--- config.mk ---
export PLATFORM = sky130hd
export DESIGN_NAME = buffer_int_ctrl
export DESIGN_NICKNAME = d
export VERILOG_FILES = /design/src/rtl/buffer_int.sv
export SDC_FILE = /design/constraint.sdc
export NUM_CORES = 1
export LEC_CHECK = 0
export ABC_AREA = 1
export CAP_MARGIN = 20
export CORE_MARGIN = 10
export CORE_UTILIZATION = 41
export DETAILED_ROUTE_END_ITERATION = 16
export GPL_TIMING_DRIVEN = 0
export PLACE_DENSITY = 0.79
export SYNTH_ARGS = -nofsm -noshare
export SYNTH_HDL_FRONTEND = slang
export SYNTH_SLANG_ARGS = --single-unit
--- constraint.sdc ---
create_clock -name clock -period 1.3 [get_ports clock]
set_input_delay 0.26 -clock clock [delete_from_list [all_inputs] [get_ports clock]]
set_output_delay 0.26 -clock clock [all_outputs]
set_load 0.05 [all_outputs]
--- src/rtl/buffer_int.sv ---
// Sequencer for the buffer_int transpose buffer: loads ROWS rows, reads them back
// row-wise, turns the buffer for one cycle, then reads COLS columns, with valid/ready handshakes.
module buffer_int_ctrl #(
  parameter int ROWS = 8,
  parameter int COLS = 16,
  parameter int IW   = 5
) (
  input  logic          clock,
  input  logic          reset,
  input  logic          start,
  input  logic          in_valid,
  output logic          in_ready,
  input  logic          out_ready,
  output logic          out_valid,
  output logic          buf_enable,
  output logic          buf_direction,
  output logic          buf_modo_leitura,
  output logic [IW-1:0] idx,
  output logic          col_phase,
  output logic          busy,
  output logic          done
);

  typedef enum logic [2:0] {
    S_IDLE,
    S_LOAD,
    S_ROW_RD,
    S_TURN,
    S_COL_RD
  } state_t;

  localparam logic [IW-1:0] ROW_LAST = IW'(ROWS - 1);
  localparam logic [IW-1:0] COL_LAST = IW'(COLS - 1);

  state_t        state_q, state_d;
  logic [IW-1:0] idx_q, idx_d;
  logic          done_q, done_d;

  always_comb begin
    // NOTE: every signal gets a default before the case so no path leaves one unassigned (no latches).
    state_d          = state_q;
    idx_d            = idx_q;
    done_d           = 1'b0;
    in_ready         = 1'b0;
    out_valid        = 1'b0;
    buf_enable       = 1'b0;
    buf_direction    = 1'b0;
    buf_modo_leitura = 1'b0;
    col_phase        = 1'b0;

    case (state_q)
      S_IDLE: begin
        if (start) begin
          state_d = S_LOAD;
          idx_d   = '0;
        end
      end

      S_LOAD: begin
        in_ready   = 1'b1;
        buf_enable = in_valid;
        if (in_valid) begin
          if (idx_q == ROW_LAST) begin
            state_d = S_ROW_RD;
            idx_d   = '0;
          end else begin
            idx_d = idx_q + IW'(1);
          end
        end
      end

      S_ROW_RD: begin
        out_valid        = 1'b1;
        buf_modo_leitura = 1'b1;
        buf_enable       = out_ready;
        if (out_ready) begin
          if (idx_q == ROW_LAST) begin
            state_d = S_TURN;
            idx_d   = '0;
          end else begin
            idx_d = idx_q + IW'(1);
          end
        end
      end

      // Single bubble cycle where the buffer switches to the column path without shifting.
      S_TURN: begin
        buf_direction    = 1'b1;
        buf_modo_leitura = 1'b1;
        state_d          = S_COL_RD;
        idx_d            = '0;
      end

      S_COL_RD: begin
        out_valid        = 1'b1;
        col_phase        = 1'b1;
        buf_direction    = 1'b1;
        buf_modo_leitura = 1'b1;
        buf_enable       = out_ready;
        if (out_ready) begin
          if (idx_q == COL_LAST) begin
            state_d = S_IDLE;
            idx_d   = '0;
            done_d  = 1'b1;
          end else begin
            idx_d = idx_q + IW'(1);
          end
        end
      end

      default: begin
        state_d = S_IDLE;
        idx_d   = '0;
      end
    endcase
  end

  always_ff @(posedge clock or negedge reset) begin
    if (!reset) begin
      state_q <= S_IDLE;
      idx_q   <= '0;
      done_q  <= 1'b0;
    end else begin
      // NOTE: state flops use non-blocking assignment so every flop samples pre-edge values.
      state_q <= state_d;
      idx_q   <= idx_d;
      done_q  <= done_d;
    end
  end

  assign idx  = idx_q;
  assign busy = (state_q != S_IDLE);
  assign done = done_q;

endmodule

==> summary.txt <==
Clock network
  – CTS Sinks: 9
  – CTS clk-pin slew, worst paths: 0.07 ns
  – CTS tree: done
  – Clk_lat worst skew: 0.28 ns
  – CTS max path bufs: 2
  – Root Buffer: clkbuf_4
  – Num CTS Buffers: 3
  – Htree depth: 1

Floorplan
  – Core Area: 1510 um2
  – IO Pins: 18
  – Cell row count: 14
  – Overall die height: 59.8 um
  – Die X: 59.8 um
  – DIE AREA: between 3000 and 4000 um2
  – Initial Util: 43.2%

Pwr
  – Pwr Total: 3.21 mW
  – Power per cell area: around 2800 nW/um2
  – Leakage Power: 0.596 nW
  – VDD IR-drop max: about 1.8 mV
  – Clock power frac: about 7.4%
  – Switching share of total power: roughly 54%
  – Flop pwr share: 15.3%
  – Gate power share: 77.3%
  – Switch Pwr: 1.74 mW
  – Internal Power: 1.47 mW

Timing
  – RSZ-0062 raised after global routing: yes
  – Worst slew pin tran: between 0.4 and 0.5 ns
  – Hold_ws: between 0.2 and 0.3 ns
  – Final worst slack: -0.341 ns
  – Max Freq: just over 600 MHz
  – Final slew viol count: 0
  – Clock Skews: between 0.006 and 0.007 ns
  – Final setup vio count: 15
  – Final Hold Violating Endpoints: 0
  – Slew headroom: 72.0%
  – Final min period: around 1.6 ns
  – Final Cycle Share: 126%

Run status
  – Failing checks: negative setup slack
  – Status: finished with violations

Detailed routing
  – DRC Markers: 0
  – Drt total wl: 2460 um
  – DR vias/cell: roughly 5.4
  – ANT nets after route: 0
  – DR pass1 iterations: 4
  – DR WL/cell: about 17 um
  – Via count: 760
  – Drt first-iter violations: 42

Synth
  – Mapped Nets: 97
  – Post-synthesis register bit count: 9
  – Avg Cell Area, Syn: 7.31 um2
  – Warnings, synthesis: 0
  – Synth cell types: 18
  – Syn Inst Count: 89
  – Post-Syn Area: 651 um2
  – Sequential area share after synthesis: 34.6%

Place
  – DPL Wire Length: between 1000 and 1500 um
  – GPL Wtd Cong: approximately 0.78
  – IO buf count: 17

Final layout
  – Area Growth Syn to Fin: 78.3%
  – Antenna fix cells: 0
  – Nets@finish: 135
  – Util after Layout: 77.0%
  – Share of cells above drive strength 1: 57.9%
  – FILL cells: 92

Worst setup path
  – Kind of critical path: reg -> out
  – Req. time, crit path: 1.04 ns
  – Top Family by Delay on Critical Path: flip-flops
  – RR Startpoint: state_q[0]
  – Crit end category: output port
  – Critical Path AT: 1.38 ns
  – CP Launch Point: state_q[0]
  – Crit path buf inv count: 1
  – Worst stage delay on the critical path: 0.49 ns
  – Critical path peak fanout: 5
  – Cell seen most often among critical-path stages: nand2_4
  – Worst-path cell chain: nor2_4 -> nand2_4 -> nand2_4 -> nand2_4 -> o21ai_4 -> buf_8
  – Worst path slowest cell: dfrtp_2
  – Startpoint types: flop

GRT
  – Total track usage: 13.3%
  – Largest net degree at the start of global routing: 10
  – Global-route wire length before repair: 3570 um
  – Initial antenna violation count: 0
  – Vias in the first global route: 770
  – Grt ovf: 0

Worst hold path
  – Hold Path Class: in -> async

Flow run
  – Number of max-cap violations: 0
[what timing repair did]
| item | in CTS | in global routing |
|---|---|---|
| gates resized for setup | 93 | 24 |
| endpoints found under the setup margin | 19 | 18 |
| pin swaps | 8 | 7 |
| hold buffers | 0 | 0 |
| setup buffers | 10 | 6 |
| endpoints found under the hold margin | 0 | 0 |
[metal layers]
metal / track usage, % / routed length [um] / up-vias
met5: 0 / 0 / -
met4: 10.6 / 156 / 0
met3: 3.39 / 117 / 17
met2: 21.6 / 1240 / 31
met1: 14.0 / 940 / 363
li1: - / - / 349
[synthesized netlist by cell type]
library cell	count	area share, %
ha_1	3	5.8
inv_4	1	0.96
nand2_4	2	3.5
nor2_8	1	3.1
o21ai_1	1	0.77
nand3b_1	2	2.3
inv_1	13	7.5
nor3_1	1	0.77
nand3_2	1	1.5
xor2_1	1	1.3
o21ai_2	1	1.3
nor2_1	6	3.5
nand3_1	9	6.9
nor2_2	2	1.9
a21oi_4	1	2.5
nand2_2	4	3.8
dfrtp_1	9	35
nand2_1	31	18
[power by group through the flow]
stage / combinational, mW / clock, mW / sequential [mW]
after detailed placement: 1.67 / 0 / 0.471
after CTS: 2.05 / 0.232 / 0.472
after global placement: 1.65 / 0 / 0.465
final: 2.48 / 0.239 / 0.492
after floorplan: 1.15 / 0 / 0.539
after global routing: 2.60 / 0.258 / 0.501
[state kept, by name, summed over array words and instances (netlist names)]
signal / count
idx: 5
state_q: 3
done: 1
[layout make-up]
type                       count  area (um2)  area share, %
clock buffer                   4        26.3           2.27
inverter                      14        57.6           4.96
multi-input combinational     66         508           43.8
sequential                     9         234           20.2
tap                           16        20.0           1.73
timing repair buffer          33         314           27.1
[per-stage QoR]
step           cells  TNS (ns)  area, um2  setup slack, ns
6_report         142     -4.04       1160           -0.341
5_1_grt          142     -4.84       1160           -0.391
4_1_cts          136     -1.61       1060           -0.303
3_5_place_dp     122     -6.94        903           -0.835
3_3_place_gp     122     -6.57        903           -0.825
2_1_floorplan     89     -1.60        713           -0.231
[logic make-up (layout without fill, tap and decap cells)]
kind of cell,after synthesis,count (layout),synth area share (%)
simple gates,59,59,45.2
xor+xnor,1,1,1.35
compound gates,3,3,4.62
fa+ha+maj,3,3,5.77
buf+inv,14,51,8.46
flops,9,9,34.6
[final timing paths]
| check | end | slack [ns] | cells after the start |
|---|---|---|---|
| worst max-delay path | buf_enable | -0.34 | 6 |
| min in group clock | idx[3] | 0.55 | 2 |
| max in group asynchronous | idx[0] | 0.70 | 1 |
| worst min-delay path | done | 0.28 | 1 |
| worst max register to register | state_q[1] | -0.26 | 10 |
| worst min register to register | idx[3] | 0.55 | 2 |
[cell usage in the layout (no fill, tap or decap), drive strengths merged]
cell type      count
nand2             37
buf               28
inv               14
nand3             10
dfrtp              9
nor2               9
clkdlybuf4s50      4
clkbuf             4
ha                 3
nand3b             2
o21ai              2
nor3               1
xor2               1
a21oi              1
clkdlybuf4s15      1
(Power assumes the default switching activity.)
